$ cat src/rtl/data_ram_arbiter.sv
// Dual-master single-port data RAM with a power-on/reset clear sequence.
// Define ARB_ROUND_ROBIN_EN for round-robin conflict arbitration; otherwise master 0 has fixed priority.
module data_ram_arbiter #(
  parameter int AW = 8,
  parameter int DW = 16
) (
  input  logic          clk,
  input  logic          reset,
  input  logic          m0_req,
  input  logic          m0_we,
  input  logic [AW-1:0] m0_addr,
  input  logic [DW-1:0] m0_wdata,
  output logic          m0_gnt,
  output logic          m0_rvalid,
  output logic [DW-1:0] m0_rdata,
  input  logic          m1_req,
  input  logic          m1_we,
  input  logic [AW-1:0] m1_addr,
  input  logic [DW-1:0] m1_wdata,
  output logic          m1_gnt,
  output logic          m1_rvalid,
  output logic [DW-1:0] m1_rdata,
  output logic          busy
);
  localparam int DEPTH = 1 << AW;

  // Handshake: a master holds req (with we/addr/wdata stable) until it sees gnt;
  // the access is taken on the rising edge where req & gnt are both high.
  typedef enum logic {ST_CLEAR = 1'b0, ST_RUN = 1'b1} state_e;

  state_e        state_q, state_d;
  logic [AW-1:0] clr_cnt_q, clr_cnt_d;
  logic          m0_rvalid_q, m0_rvalid_d;
  logic          m1_rvalid_q, m1_rvalid_d;
  logic [DW-1:0] m0_rdata_q, m0_rdata_d;
  logic [DW-1:0] m1_rdata_q, m1_rdata_d;
  logic [DW-1:0] mem [DEPTH];

  logic          acc0, acc1;
  logic          mem_we;
  logic [AW-1:0] mem_waddr;
  logic [DW-1:0] mem_wdata;

`ifdef ARB_ROUND_ROBIN_EN
  logic last_q, last_d;  // 1: master 1 was granted most recently
`endif

  // State register
  always_ff @(posedge clk or negedge reset) begin
    if (!reset) begin
      state_q     <= ST_CLEAR;
      clr_cnt_q   <= '0;
      m0_rvalid_q <= 1'b0;
      m1_rvalid_q <= 1'b0;
      m0_rdata_q  <= '0;
      m1_rdata_q  <= '0;
`ifdef ARB_ROUND_ROBIN_EN
      last_q      <= 1'b1;
`endif
    end else begin
      state_q     <= state_d;
      clr_cnt_q   <= clr_cnt_d;
      m0_rvalid_q <= m0_rvalid_d;
      m1_rvalid_q <= m1_rvalid_d;
      m0_rdata_q  <= m0_rdata_d;
      m1_rdata_q  <= m1_rdata_d;
`ifdef ARB_ROUND_ROBIN_EN
      last_q      <= last_d;
`endif
    end
  end

  // Next-state logic
  always_comb begin
    state_d   = state_q;
    clr_cnt_d = clr_cnt_q;
    if (state_q == ST_CLEAR) begin
      clr_cnt_d = clr_cnt_q + 1'b1;
      if (clr_cnt_q == '1) state_d = ST_RUN;
    end
  end

  // Output logic: busy and combinational grants
  always_comb begin
    busy   = (state_q == ST_CLEAR);
    m0_gnt = 1'b0;
    m1_gnt = 1'b0;
    if (state_q == ST_RUN) begin
      if (m0_req && m1_req) begin
`ifdef ARB_ROUND_ROBIN_EN
        m0_gnt = last_q;
        m1_gnt = !last_q;
`else
        m0_gnt = 1'b1;
`endif
      end else begin
        m0_gnt = m0_req;
        m1_gnt = m1_req;
      end
    end
  end

  assign acc0 = m0_req & m0_gnt;
  assign acc1 = m1_req & m1_gnt;

  // Datapath: RAM write port mux and per-master read capture
  always_comb begin
    mem_we      = 1'b0;
    mem_waddr   = m0_addr;
    mem_wdata   = m0_wdata;
    m0_rvalid_d = acc0 && !m0_we;
    m1_rvalid_d = acc1 && !m1_we;
    m0_rdata_d  = m0_rvalid_d ? mem[m0_addr] : m0_rdata_q;
    m1_rdata_d  = m1_rvalid_d ? mem[m1_addr] : m1_rdata_q;
    if (state_q == ST_CLEAR) begin
      mem_we    = 1'b1;
      mem_waddr = clr_cnt_q;
      mem_wdata = '0;
    end else if (acc0 && m0_we) begin
      mem_we    = 1'b1;
    end else if (acc1 && m1_we) begin
      mem_we    = 1'b1;
      mem_waddr = m1_addr;
      mem_wdata = m1_wdata;
    end
  end

`ifdef ARB_ROUND_ROBIN_EN
  always_comb begin
    last_d = last_q;
    if (acc1)      last_d = 1'b1;
    else if (acc0) last_d = 1'b0;
  end
`endif

  // Storage is deliberately not reset; the clear sequence initialises it.
  always_ff @(posedge clk) begin
    if (mem_we) mem[mem_waddr] <= mem_wdata;
  end

  assign m0_rvalid = m0_rvalid_q;
  assign m1_rvalid = m1_rvalid_q;
  assign m0_rdata  = m0_rdata_q;
  assign m1_rdata  = m1_rdata_q;

endmodule
$ cat config.mk
export PLATFORM = sky130hd
export DESIGN_NAME = data_ram_arbiter
export DESIGN_NICKNAME = d
export VERILOG_FILES = /design/src/rtl/data_ram_arbiter.sv
export SDC_FILE = /design/constraint.sdc
export NUM_CORES = 2
export LEC_CHECK = 0
export CORE_AREA = 3 3 694 696
export CTS_BUF_LIST = sky130_fd_sc_hd__clkbuf_4
export DETAILED_ROUTE_END_ITERATION = 7
export DIE_AREA = 0 0 697 699
export SLEW_MARGIN = 20
export SYNTH_ARGS = -nofsm -noshare
export SYNTH_HDL_FRONTEND = slang
export SYNTH_SLANG_ARGS = --single-unit
$ cat constraint.sdc
create_clock -name clk -period 11.4 [get_ports clk]
set_clock_uncertainty 0.2 [all_clocks]
set_input_delay 3.42 -clock clk [delete_from_list [all_inputs] [get_ports clk]]
set_output_delay 3.42 -clock clk [all_outputs]
set_load 0.01 [all_outputs]
==> flow_summary.json <==
{
  "finalSetupViolCount": 0,
  "clk_latency_ns": 1.80,
  "cap_viol_max_count": 0,
  "postCtsHoldBufs": 0,
  "ys_seq_area_share_pct": 65.2,
  "period_minus_slack_ns": 8.44,
  "nNetsFinal": 10955,
  "multi_input_area_um2": 63200,
  "dp_hpwl_um": 440000,
  "critical_path_class": "primary input to output pin",
  "drcViolationCount": 0,
  "finalCritPeriodShare_pct": 74.0,
  "drv_slew": 0,
  "outcome": "finished clean",
  "netlist_area_um2": 190000,
  "synthArstFlopShare_pct": 1.04,
  "fillers": 40871,
  "cts.reportedPaths.clkPinSlew_ns": 0.07,
  "fmaxAchievable_ghz": 0.119,
  "ff_latch_area_um2": 124000,
  "antenna_found_initial": 62,
  "dr.pass1.iters": 8,
  "cts_root_buf": "clkbuf_4",
  "crit_path_start_kind": "primary input",
  "fp.dieArea_um2": 487000,
  "syn_nets": 10147,
  "relSlewSlack_pct": 10.1,
  "cts.sinks": 4139,
  "required_ns": 7.78,
  "drive_above_1_share_pct": 36.1,
  "area.growth.synth_to_final_pct": 12.3,
  "io_pins": 91,
  "synthDistinctLibCells": 64,
  "routedWlPerCell_um": 38.5,
  "place_area_um2": 200000,
  "syn_inst": 10092,
  "synth_warnings": 0,
  "start_util_pct": 40.1,
  "wl_um": 694000,
  "num_rows": 253,
  "clk_path_buf_depth": 5,
  "fp.dieW_um": 697,
  "grt_pass1_wl_um": 953000,
  "hold_slack_ns": 0.318,
  "final_common_cell": "edfxtp_1",
  "hold_viol": 0,
  "post_cts_resized": 0,
  "cp_data_arrival_time_ns": 4.82,
  "cts_tree": "done",
  "grt_max_degree": 183,
  "rsz0062_at_grt": "false",
  "drt_iter0_drc": 18322,
  "cts_buffers": 1176,
  "layout_common_cells": "4096 x edfxtp_1, 1701 x mux4_2, 1674 x clkbuf_4",
  "syn_area_per_cell_um2": 18.9,
  "ant_nets": 0,
  "power.density_nw_per_um2": 149,
  "htree_levels": 7,
  "overflow": 0,
  "vias": 118730,
  "core_um2": 475000,
  "hold_path.class": "flip-flop to flip-flop",
  "synth_edf_count": 4096,
  "synth-main-ff-cell": "edfxtp_1",
  "ir_worst_vdd_uv": 100,
  "avgViaCountPerCell": 6.58,
  "worst_pin_slew_ns": 1.34,
  "p_leak_uw": 0.0665,
  "critPathMaxFanout": 4,
  "portBuffers": 90,
  "gp_congestion": 0.981,
  "final_area_um2": 214000,
  "critPathCaptureType": "output pin",
  "die_h_um": 699,
  "grt_usage_pct": 28.2,
  "grt_pass1_vias": 119275,
  "cts_setup_buffers": 0,
  "synth-seq-cells": 4139
}
==> worst max-delay path: stages <==
cell and delay (ns):
clkdlybuf4s50_1 0.57, nor3b_1 0.24, clkdlybuf4s50_1 0.58
==> logic make-up (layout without fill, tap and decap cells) <==
| group | count (synthesis) | in the layout | synth area share (%) |
|---|---|---|---|
| other | 0 | 44 | 0 |
| XOR/XNOR | 7 | 7 | 0.0322 |
| AO/OA/AOI/OAI | 1666 | 1666 | 6.15 |
| flip-flops | 4139 | 4139 | 65.2 |
| multiplexers | 2438 | 2438 | 24.1 |
| AND/OR/NAND/NOR | 989 | 989 | 2.37 |
| adder cells (fa/ha/maj) | 1 | 1 | 0.00657 |
| buffers and inverters | 852 | 2390 | 2.22 |
==> layer usage <==
metal / share of wire, % / routed length (um) / global-route usage, %
met3: 13 / 87800 / 8.76
met1: 35 / 246000 / 35.9
met4: 6.6 / 46000 / 17.6
met2: 45 / 314000 / 42.0
met5: 0.024 / 164 / 0
==> sequential cells by signal (all words and copies together) (netlist names) <==
name / cells
m1_rdata: 16
m0_rdata: 16
m1_rvalid: 1
clr_cnt_q: 8
state_q: 1
mem: 4096
m0_rvalid: 1
==> layout make-up <==
class,instances,share of cell area [%]
multi-input combinational,5101,29.6
antenna,44,0.0515
clock inverter,234,0.622
sequential,4139,58.0
tap,6375,3.73
timing repair buffer,473,2.11
clock buffer,1674,5.88
inverter,9,0.0158
==> per-stage QoR <==
step	setup TNS (ns)	setup WS, ns	std cells	util, %	power (uW)
global route	0	2.93	18029	45.0	33000
global placement	0	2.12	16083	42.0	18900
floorplan	-1927.64	-1.25	10092	-	18100
CTS	0	2.95	18003	44.9	32000
finish	0	2.96	18049	45.0	31900
detailed placement	0	2.38	16095	42.0	18900
==> Yosys cell counts, types with 10 or more instances <==
library cell	number	area (um^2)
mux4_2	1701	38300
nor2_1	325	1220
a2111oi_0	18	158
nor4b_1	16	140
o21ai_0	79	395
buf_6	38	428
dfrtp_1	43	1080
buf_4	100	751
a21oi_1	237	1190
or3_1	19	119
nand3_1	66	330
nand4_1	75	469
nand2_1	334	1250
o31ai_1	24	180
edfxtp_1	4096	123000
o21bai_1	15	113
buf_1	75	282
nor2b_1	16	100
mux2_2	103	1160
mux2i_1	634	6350
a211oi_1	116	871
a22oi_1	688	5160
a22o_1	20	175
a21o_1	10	75.1
o22ai_1	160	1000
a31oi_1	63	394
buf_2	219	1100
nor3_1	31	155
o211ai_1	65	488
o221ai_1	143	1250
clkbuf_1	404	1520
and3_1	55	344
==> where the power goes <==
part | internal, uW | leakage, uW | switching, uW
registers | 16500 | 0.0367 | 0
logic | 770 | 0.0214 | 1400
clock network | 7030 | 0.00836 | 6250
==> path summary, 6_finish.rpt <==
kind                              startpoint      endpoint  slack [ns]  depth (start not counted)
worst max-delay path                  m1_req        m1_gnt        2.96                          3
worst min-delay path            clr_cnt_q[7]  clr_cnt_q[7]        0.32                          1
worst max register to register       state_q   mem[146][5]        5.17                          8
worst min register to register  clr_cnt_q[7]  clr_cnt_q[7]        0.32                          1
max in group asynchronous              reset  m0_rdata[11]        8.55                          2
min in group asynchronous              reset   m1_rdata[4]        1.71                          2
Power figures use the tool's default switching activity.
